===== src/rtl/mem_access_ctrl.sv =====
// Memory-access sequencer between the multicycle control unit and a single-port word RAM.
// Edge-detects memRead/memWrite levels, absorbs fixed RAM read latency and pulses done on completion.
module mem_access_ctrl #(
  parameter int ADDR_W   = 32,
  parameter int DATA_W   = 32,
  parameter int READ_LAT = 2
) (
  input  logic              clk,
  input  logic              reset,
  input  logic              memRead,
  input  logic              memWrite,
  input  logic [ADDR_W-1:0] addr,
  input  logic [DATA_W-1:0] wdata,
  output logic [DATA_W-1:0] rdata,
  output logic              done,
  output logic              busy,
  output logic              err,
  output logic [ADDR_W-3:0] ram_addr,
  output logic              ram_wr,
  output logic [DATA_W-1:0] ram_wdata,
  input  logic [DATA_W-1:0] ram_rdata
);

  typedef enum logic [1:0] {
    IDLE      = 2'd0,
    READ_WAIT = 2'd1,
    WRITE     = 2'd2,
    DONE      = 2'd3
  } state_t;

  localparam logic [2:0] LAT = 3'(READ_LAT);

  state_t     state;
  state_t     next_state;
  logic [2:0] cnt;
  logic [2:0] next_cnt;
  logic       rd_q;
  logic       wr_q;
  logic       rd_start;
  logic       wr_start;
  logic       misaligned;
  logic       reject;
  logic       accept_rd;
  logic       accept_wr;
  logic       capture;

  assign rd_start   = memRead & ~rd_q;
  assign wr_start   = memWrite & ~wr_q;
  assign misaligned = (addr[1:0] != 2'b00);

  // Next-state and access-decision logic.
  always_comb begin
    next_state = state;
    next_cnt   = cnt;
    reject     = 1'b0;
    accept_rd  = 1'b0;
    accept_wr  = 1'b0;
    capture    = 1'b0;
    case (state)
      IDLE: begin
        if ((rd_start && wr_start) || ((rd_start || wr_start) && misaligned)) begin
          reject = 1'b1;
        end else if (rd_start) begin
          accept_rd  = 1'b1;
          next_cnt   = LAT;
          next_state = READ_WAIT;
        end else if (wr_start) begin
          accept_wr  = 1'b1;
          next_state = WRITE;
        end else begin
          next_state = IDLE;
        end
      end
      READ_WAIT: begin
        // cnt counts down to 1; data is sampled on the last wait cycle
        if (cnt <= 3'd1) begin
          capture    = 1'b1;
          next_cnt   = 3'd0;
          next_state = DONE;
        end else begin
          next_cnt = cnt - 3'd1;
        end
      end
      WRITE:   next_state = DONE;
      DONE:    next_state = IDLE;
      default: next_state = IDLE;
    endcase
  end

  // State, edge registers, datapath capture and registered status outputs.
  always_ff @(posedge clk) begin
    if (reset) begin
      state     <= IDLE;
      cnt       <= 3'd0;
      rd_q      <= 1'b0;
      wr_q      <= 1'b0;
      rdata     <= '0;
      ram_addr  <= '0;
      ram_wdata <= '0;
      done      <= 1'b0;
      busy      <= 1'b0;
      err       <= 1'b0;
      ram_wr    <= 1'b0;
    end else begin
      state <= next_state;
      cnt   <= next_cnt;
      rd_q  <= memRead;
      wr_q  <= memWrite;
      if (accept_rd || accept_wr) begin
        ram_addr <= addr[ADDR_W-1:2];
      end
      if (accept_wr) begin
        ram_wdata <= wdata;
      end
      if (capture) begin
        rdata <= ram_rdata;
      end
      // Outputs decoded from next_state so they line up with the state register
      done   <= (next_state == DONE);
      busy   <= (next_state == READ_WAIT) || (next_state == WRITE);
      ram_wr <= (next_state == WRITE);
      err    <= reject;
    end
  end

endmodule


===== config.mk =====
export PLATFORM = sky130hd
export DESIGN_NAME = mem_access_ctrl
export DESIGN_NICKNAME = d
export VERILOG_FILES = /design/src/rtl/mem_access_ctrl.sv
export SDC_FILE = /design/constraint.sdc
export NUM_CORES = 1
export LEC_CHECK = 0
export CAP_MARGIN = 10
export CORE_UTILIZATION = 40
export CTS_CLUSTER_DIAMETER = 40
export CTS_CLUSTER_SIZE = 20
export DETAILED_ROUTE_END_ITERATION = 10
export GPL_TIMING_DRIVEN = 0
export PLACE_DENSITY = 0.88
export SYNTH_ARGS = -nofsm -noshare
export SYNTH_HDL_FRONTEND = slang
export SYNTH_SLANG_ARGS = --single-unit
export TNS_END_PERCENT = 10

===== constraint.sdc =====
create_clock -name clk -period 2.2 [get_ports clk]
set_input_delay 0.22 -clock clk [delete_from_list [all_inputs] [get_ports clk]]
set_output_delay 0.22 -clock clk [all_outputs]
set_load 0.05 [all_outputs]

==> impl_metrics.csv, run 1 <==
group,metric,value,unit
final_layout,finish.cell_count_without_fillers,830,
final_layout,num-fill-cells,803,
global_route,grt_antenna_before_repair,0,
sta,setup_repair_after_global_routing_missed_its_margin,"false",
yosys,post_synthesis_cell_type_count,30,
sta,worst-slew-pin-transition,557,ps
clock_tree,cts_inserted_buffers,9,
critical_path,crit_path_end_kind,"flop",
yosys,postSynth.asyncResetShare,0,
power_and_ir_drop,clock_power_share,0.219,
final_layout,layout.nets,802,
route,final_antenna_net_count,0,
power_and_ir_drop,power.density_cell_area,813,nW/µm²
placement,post_dp_cell_area,6050,µm²
floorplan,io_pins,198,
placement,detailed_place_hpwl,9350,µm
clock_tree,cts.sink_count,105,
global_route,global_route_wire_length_before_repair,19000,µm
placement,dp.cells,812,
sta,timing_max_transition_violations_final,0,
yosys,synthFlopType,"dfxtp_1",
clock_tree,tritoncts_clock_tree,"done",
yosys,synthesis.nets,593,
yosys,synthesis.instances,487,
power_and_ir_drop,power_report.internal_total,3.21,mW
power_and_ir_drop,cellLeakagePower,2.13,nW
sta,fin_skew,11.5,ps
route,detail_route.vias_per_cell,5.01,
power_and_ir_drop,switching_share,0.369,
power_and_ir_drop,comb_power_share,0.355,
yosys,yosys_warnings,0,
critical_path,critPathKind,"flop to flop",
global_route,global_route.overflow_total,0,
route,drc,0,
yosys,synth.ff_latch_count,105,
route,drt_pre_antenna_iters,5,
sta,timing.slew.headroom,0.629,
floorplan,floorplan.rows,35,
global_route,first_global_vias,4091,
yosys,synth_seq_area_share,0.535,
power_and_ir_drop,sequentialPowerShare,0.426,
critical_path,cp-start-kind,"flop",
critical_path,worstPathRequired,2420,ps
floorplan,die_w,101,µm
power_and_ir_drop,netSwitchingPower,1.88,mW
sta,layout_min_cycle_time,2010,ps
final_layout,area_growth,59.5,%
outcome,outcome,"completed",
floorplan,core_area,9370,µm²
worst_hold_path,hold_path_class,"input port to flop",
sta,timing.setup.tns,0,ps
final_layout,mostFrequentLayoutCell,"clkdlybuf4s50_1",
placement,place_congestion,0.759,
clock_tree,clock_insertion_delay_worst_skew,350,ps
route,first_iter_violations,148,
sta,timing.final.setup_violations,0,
floorplan,die_area,10200,µm²
yosys,syn_avg_cell_area,8.07,µm²
clock_tree,ctsLongestPathBuffers,2,
global_route,grt_util_all_layers,0.238,
sta,maximum_clock_frequency,0.497,GHz
yosys,cell_area_after_synthesis,3930,µm²
clock_tree,root_cell_of_the_clock_tree,"clkbuf_8",
power_and_ir_drop,max-vdd-ir-drop,0.000375,V
route,wl,12200,µm
route,routed-via-count,4160,
yosys,synth-edff-count,0,
final_layout,top_library_cells_by_usage_in_the_layout_fill_and_taps_aside,"196 x clkdlybuf4s50_1, 135 x nand2_1, 105 x dfxtp_1",
final_layout,finish.instance_area,6260,µm²
global_route,grt_max_degree,17,
sta,min_period_over_period,0.914,
final_layout,drive_above_1_share,0.0456,
final_layout,antenna_diode_count,0,
placement,port_buffers,196,
sta,timing_hold_violations_final,0,
clock_tree,path_clk_slew,100,ps
floorplan,die_height,101,µm
route,wire_length_per_cell_after_detailed_routing,14.7,µm
critical_path,cp_max_fo,10,
critical_path,cp_data_arrival_time,2230,ps
clock_tree,cts.htree.levels,3,
flow_run,max_cap_violations,0,
floorplan,effective_utilization_at_floorplan,0.419,
## worst max-delay path: stages (launching register included)
cell and delay [ps]:
dfxtp_1 400, inv_1 80, ha_1 190, buf_4 170, nor3b_4 160, nand3_2 160
clkbuf_4 240, nand4_1 140, ha_1 220, nor2b_1 120
## what timing repair did
| action | CTS | global route |
|---|---|---|
| hold buffers | 0 | 0 |
| gates resized for setup | 1 | 2 |
| buffers inserted | 0 | 2 |
| setup endpoints to repair | 3 | 3 |
## registers in the layout, indices dropped and copies added, names as in the netlist
name	cells
done	1
cnt	3
rd_q	1
ram_addr	30
err	1
ram_wdata	32
state	2
busy	1
ram_wr	1
rdata	32
wr_q	1
## metrics by stage
step / total power, mW / util / setup WS [ps] / hold slack, ps
2_1_floorplan: 3.32 / - / 358 / 348
3_3_place_gp: 3.94 / 0.646 / 31.6 / 441
3_5_place_dp: 4.01 / 0.646 / -39.0 / 446
4_1_cts: 5.11 / 0.666 / 57.2 / 395
5_1_grt: 5.35 / 0.668 / 25.5 / 399
6_report: 5.10 / 0.668 / 190 / 409
## area by class of cell
type	instances	area [µm²]	share of cell area
flip-flops and latches	105	2100	0.336
repair buffers	198	1980	0.316
multi-input cells	338	1650	0.263
plain buffers	40	176	0.0282
well taps	129	161	0.0258
clock buffers	13	159	0.0254
clock inverters	3	25.0	0.00399
inverters	4	15.0	0.00240
## power by group through the flow
stage | logic [mW] | registers [mW] | clock network [mW]
after global placement | 1.74 | 2.20 | 0
after CTS | 1.80 | 2.17 | 1.14
after floorplan | 0.555 | 2.76 | 0
after detailed placement | 1.79 | 2.21 | 0
after global routing | 1.94 | 2.19 | 1.22
final | 1.81 | 2.17 | 1.12
## final timing paths
kind | startpoint | to | slack, ps | depth (start not counted)
worst min register to register | rdata[24] | rdata[24] | 460 | 2
worst max-delay path | state[0] | done | 190 | 9
worst max register to register | state[0] | done | 190 | 9
worst min-delay path | ram_rdata[6] | rdata[6] | 410 | 3
## logic make-up after synthesis
kind of cell / after synthesis / share of synthesized area
AOI/OAI and AO/OA: 138 / 0.182
xor gates and xnor gates: 2 / 0.00446
adders and majority gates: 7 / 0.0217
buffers and inverters: 44 / 0.0481
DFF: 105 / 0.535
and+or+nand+nor: 191 / 0.208
## cell usage after synthesis (2+ instances only)
library cell	instances	share of area
a21oi_1	99	0.13
buf_2	7	0.0089
buf_4	4	0.0076
clkbuf_1	29	0.028
dfxtp_1	105	0.54
ha_1	6	0.019
inv_1	4	0.0038
nand2_1	135	0.13
nand2b_1	2	0.0032
nand3_1	32	0.041
nor2_1	4	0.0038
nor2b_1	9	0.014
o21ai_0	33	0.042
xnor2_1	2	0.0045
## layer usage
metal  GRT usage  up-vias  routed length (µm)  share of wire
met5           0        -                   0              0
met4      0.0948        0                 247          0.020
met3      0.0659       25                 961          0.079
met2       0.442      157                6330           0.52
met1       0.252     1942                4680           0.38
li1            -     2036                   -              -
No activity file was read; power rests on OpenSTA's default activity.
==> inputs of run 2 (changes only) <==
--- a/config.mk
+++ b/config.mk
@@ -10,8 +10,9 @@
 export CTS_CLUSTER_DIAMETER = 40
 export CTS_CLUSTER_SIZE = 20
 export DETAILED_ROUTE_END_ITERATION = 10
-export GPL_TIMING_DRIVEN = 0
 export PLACE_DENSITY = 0.88
+export SKIP_LAST_GASP = 1
+export SLEW_MARGIN = 0
 export SYNTH_ARGS = -nofsm -noshare
 export SYNTH_HDL_FRONTEND = slang
 export SYNTH_SLANG_ARGS = --single-unit
==> run 2 against run 1 <==
Effect of this change: final cell count down 3.1%; count of clock-buffer cells in the layout down 3; clock skew up 1.4 ps; register-to-register slack about the same; maximum frequency down 0.36%; utilization down 0.63 points; clock power down 4%; routed wire length down 5.0%.
==> impl_metrics.csv, run 2 (same netlist as run 1, synthesis figures left out) <==
group,metric,value,unit
outcome,outcome,"completed",
critical_path,crit_path_max_incr_delay,850,ps
sta,min_period_over_period,0.917,
critical_path,cp_data_arrival_time,2300,ps
worst_hold_path,hold_path_class,"input port to flop",
route,wire_length_per_cell_after_detailed_routing,14.4,µm
floorplan,core_area,9370,µm²
critical_path,worstPathRequired,2490,ps
final_layout,top_library_cells_by_usage_in_the_layout_fill_and_taps_aside,"196 x clkdlybuf4s50_1, 135 x nand2_1, 105 x dfxtp_1",
power_and_ir_drop,power.density_cell_area,809,nW/µm²
sta,layout_min_cycle_time,2020,ps
sta,fin_skew,12.9,ps
clock_tree,cts.sink_count,105,
flow_run,max_cap_violations,0,
clock_tree,root_cell_of_the_clock_tree,"clkbuf_8",
critical_path,cp_max_fo,30,
clock_tree,clock_insertion_delay_worst_skew,360,ps
route,wl_met1,4440,µm
critical_path,crit_path_end_kind,"flop",
final_layout,finish.instance_area,6210,µm²
global_route,grt_util_all_layers,0.225,
placement,port_buffers,197,
global_route,global_route.overflow_total,0,
critical_path,cp-start-kind,"flop",
floorplan,effective_utilization_at_floorplan,0.419,
clock_tree,cts_setup_buffers,0,
floorplan,die_height,101,µm
clock_tree,postCtsHoldBufs,0,
sta,maximum_clock_frequency,0.496,GHz
worst_hold_path,timing.hold.worst_path_depth,2,
clock_tree,tritoncts_clock_tree,"done",
sta,timing_hold_violations_final,0,
clock_tree,path_clk_slew,110,ps
floorplan,die_w,101,µm
critical_path,critical_path.slowest_cell,"xnor2_2",
floorplan,die_area,10200,µm²
sta,timing_max_transition_violations_final,0,
sta,timing.slew.headroom,0.273,
placement,post_dp_cell_area,6020,µm²
global_route,grt_max_degree,42,
final_layout,mostFrequentLayoutCell,"clkdlybuf4s50_1",
route,top_signal_layer_used,"met4",
floorplan,io_pins,198,
clock_tree,cts.htree.levels,3,
placement,dp.cells,787,
clock_tree,ctsLongestPathBuffers,2,
final_layout,drive_above_1_share,0.0548,
final_layout,finish.cell_count_without_fillers,804,
route,met3_routed_wirelength,1020,µm
route,final_antenna_net_count,0,
final_layout,area_growth,58.0,%
route,routed-via-count,4048,
sta,worst-slew-pin-transition,1080,ps
route,detail_route.vias_per_cell,5.03,
critical_path,ff2ff_path_depth,4,
sta,worst_hold_slack,269,ps
final_layout,layout.nets,776,
final_layout,antenna_diode_count,0,
sta,timing.final.setup_violations,0,
global_route,grt_antenna_before_repair,0,
power_and_ir_drop,max-vdd-ir-drop,0.000408,V
power_and_ir_drop,cellLeakagePower,2.12,nW
route,drc,0,
final_layout,leading_registers_by_flop_count,"ram_wdata (32), rdata (32), ram_addr (30)",
route,first_iter_violations,137,
critical_path,cp_cell_sequence,"and2b_2 -> xnor2_2 -> o21ai_0 -> a21oi_1",
route,met2_length,5820,µm
clock_tree,ctsResizeCount,0,
sta,setup_repair_after_global_routing_missed_its_margin,"false",
clock_tree,cts_inserted_buffers,9,
critical_path,critPathKind,"flop to flop",
floorplan,floorplan.rows,35,
route,wl,11600,µm
route,drt_pre_antenna_iters,4,
global_route,first_global_vias,3933,
placement,place_congestion,0.714,
placement,detailed_place_hpwl,8510,µm
global_route,global_route_wire_length_before_repair,18200,µm
-- run 2: cell count changes in the layout (fill, tap and decap cells not counted), sizes merged --
cell,delta
clkbuf,-33
buf,+4
clkinv,+1
clkinvlp,+1
inv,+1
-- run 2: cell type report --
cell class,count,area [µm²]
fillers,798,3170
clock inverters,6,42.5
clock buffers,10,128
inverters,4,15.0
well taps,129,161
multi-input cells,338,1660
repair buffers,212,2100
flip-flops and latches,105,2100
-- run 2: path summary, 6_finish.rpt --
path | startpoint | slack, ps | end
worst max-delay path | rd_q | 180 | ram_addr[0]
worst min-delay path | reset | 270 | busy
worst max register to register | rd_q | 180 | ram_addr[0]
worst min register to register | rdata[16] | 460 | rdata[16]
-- run 2: metal layers --
metal	GRT usage	vias to the layer above
met5	0	-
met4	0.0836	0
met3	0.0770	26
met2	0.408	163
met1	0.241	1879
li1	-	1980
-- run 2: where the power goes --
| part | internal [mW] | switching (mW) |
|---|---|---|
| Combinational | 0.657 | 1.13 |
| Sequential | 2.08 | 0.0869 |
| Clock | 0.415 | 0.653 |
-- run 2: critical path, delay by kind of cell (launching register included) --
family	cells	cell delay (ps)
xor+xnor	1	850
compound gates	2	480
flops	1	340
simple gates	1	260
-- run 2: through the flow --
stage          setup TNS, ps  utilization  power (mW)  setup slack [ps]
3_3_place_gp           -2390        0.643        3.94             -98.9
2_1_floorplan              0            -        3.32               358
5_1_grt                    0        0.662        5.28              2.34
4_1_cts                    0        0.661        5.06               116
3_5_place_dp           -4350        0.643        3.99              -213
6_report                   0        0.662        5.02               183
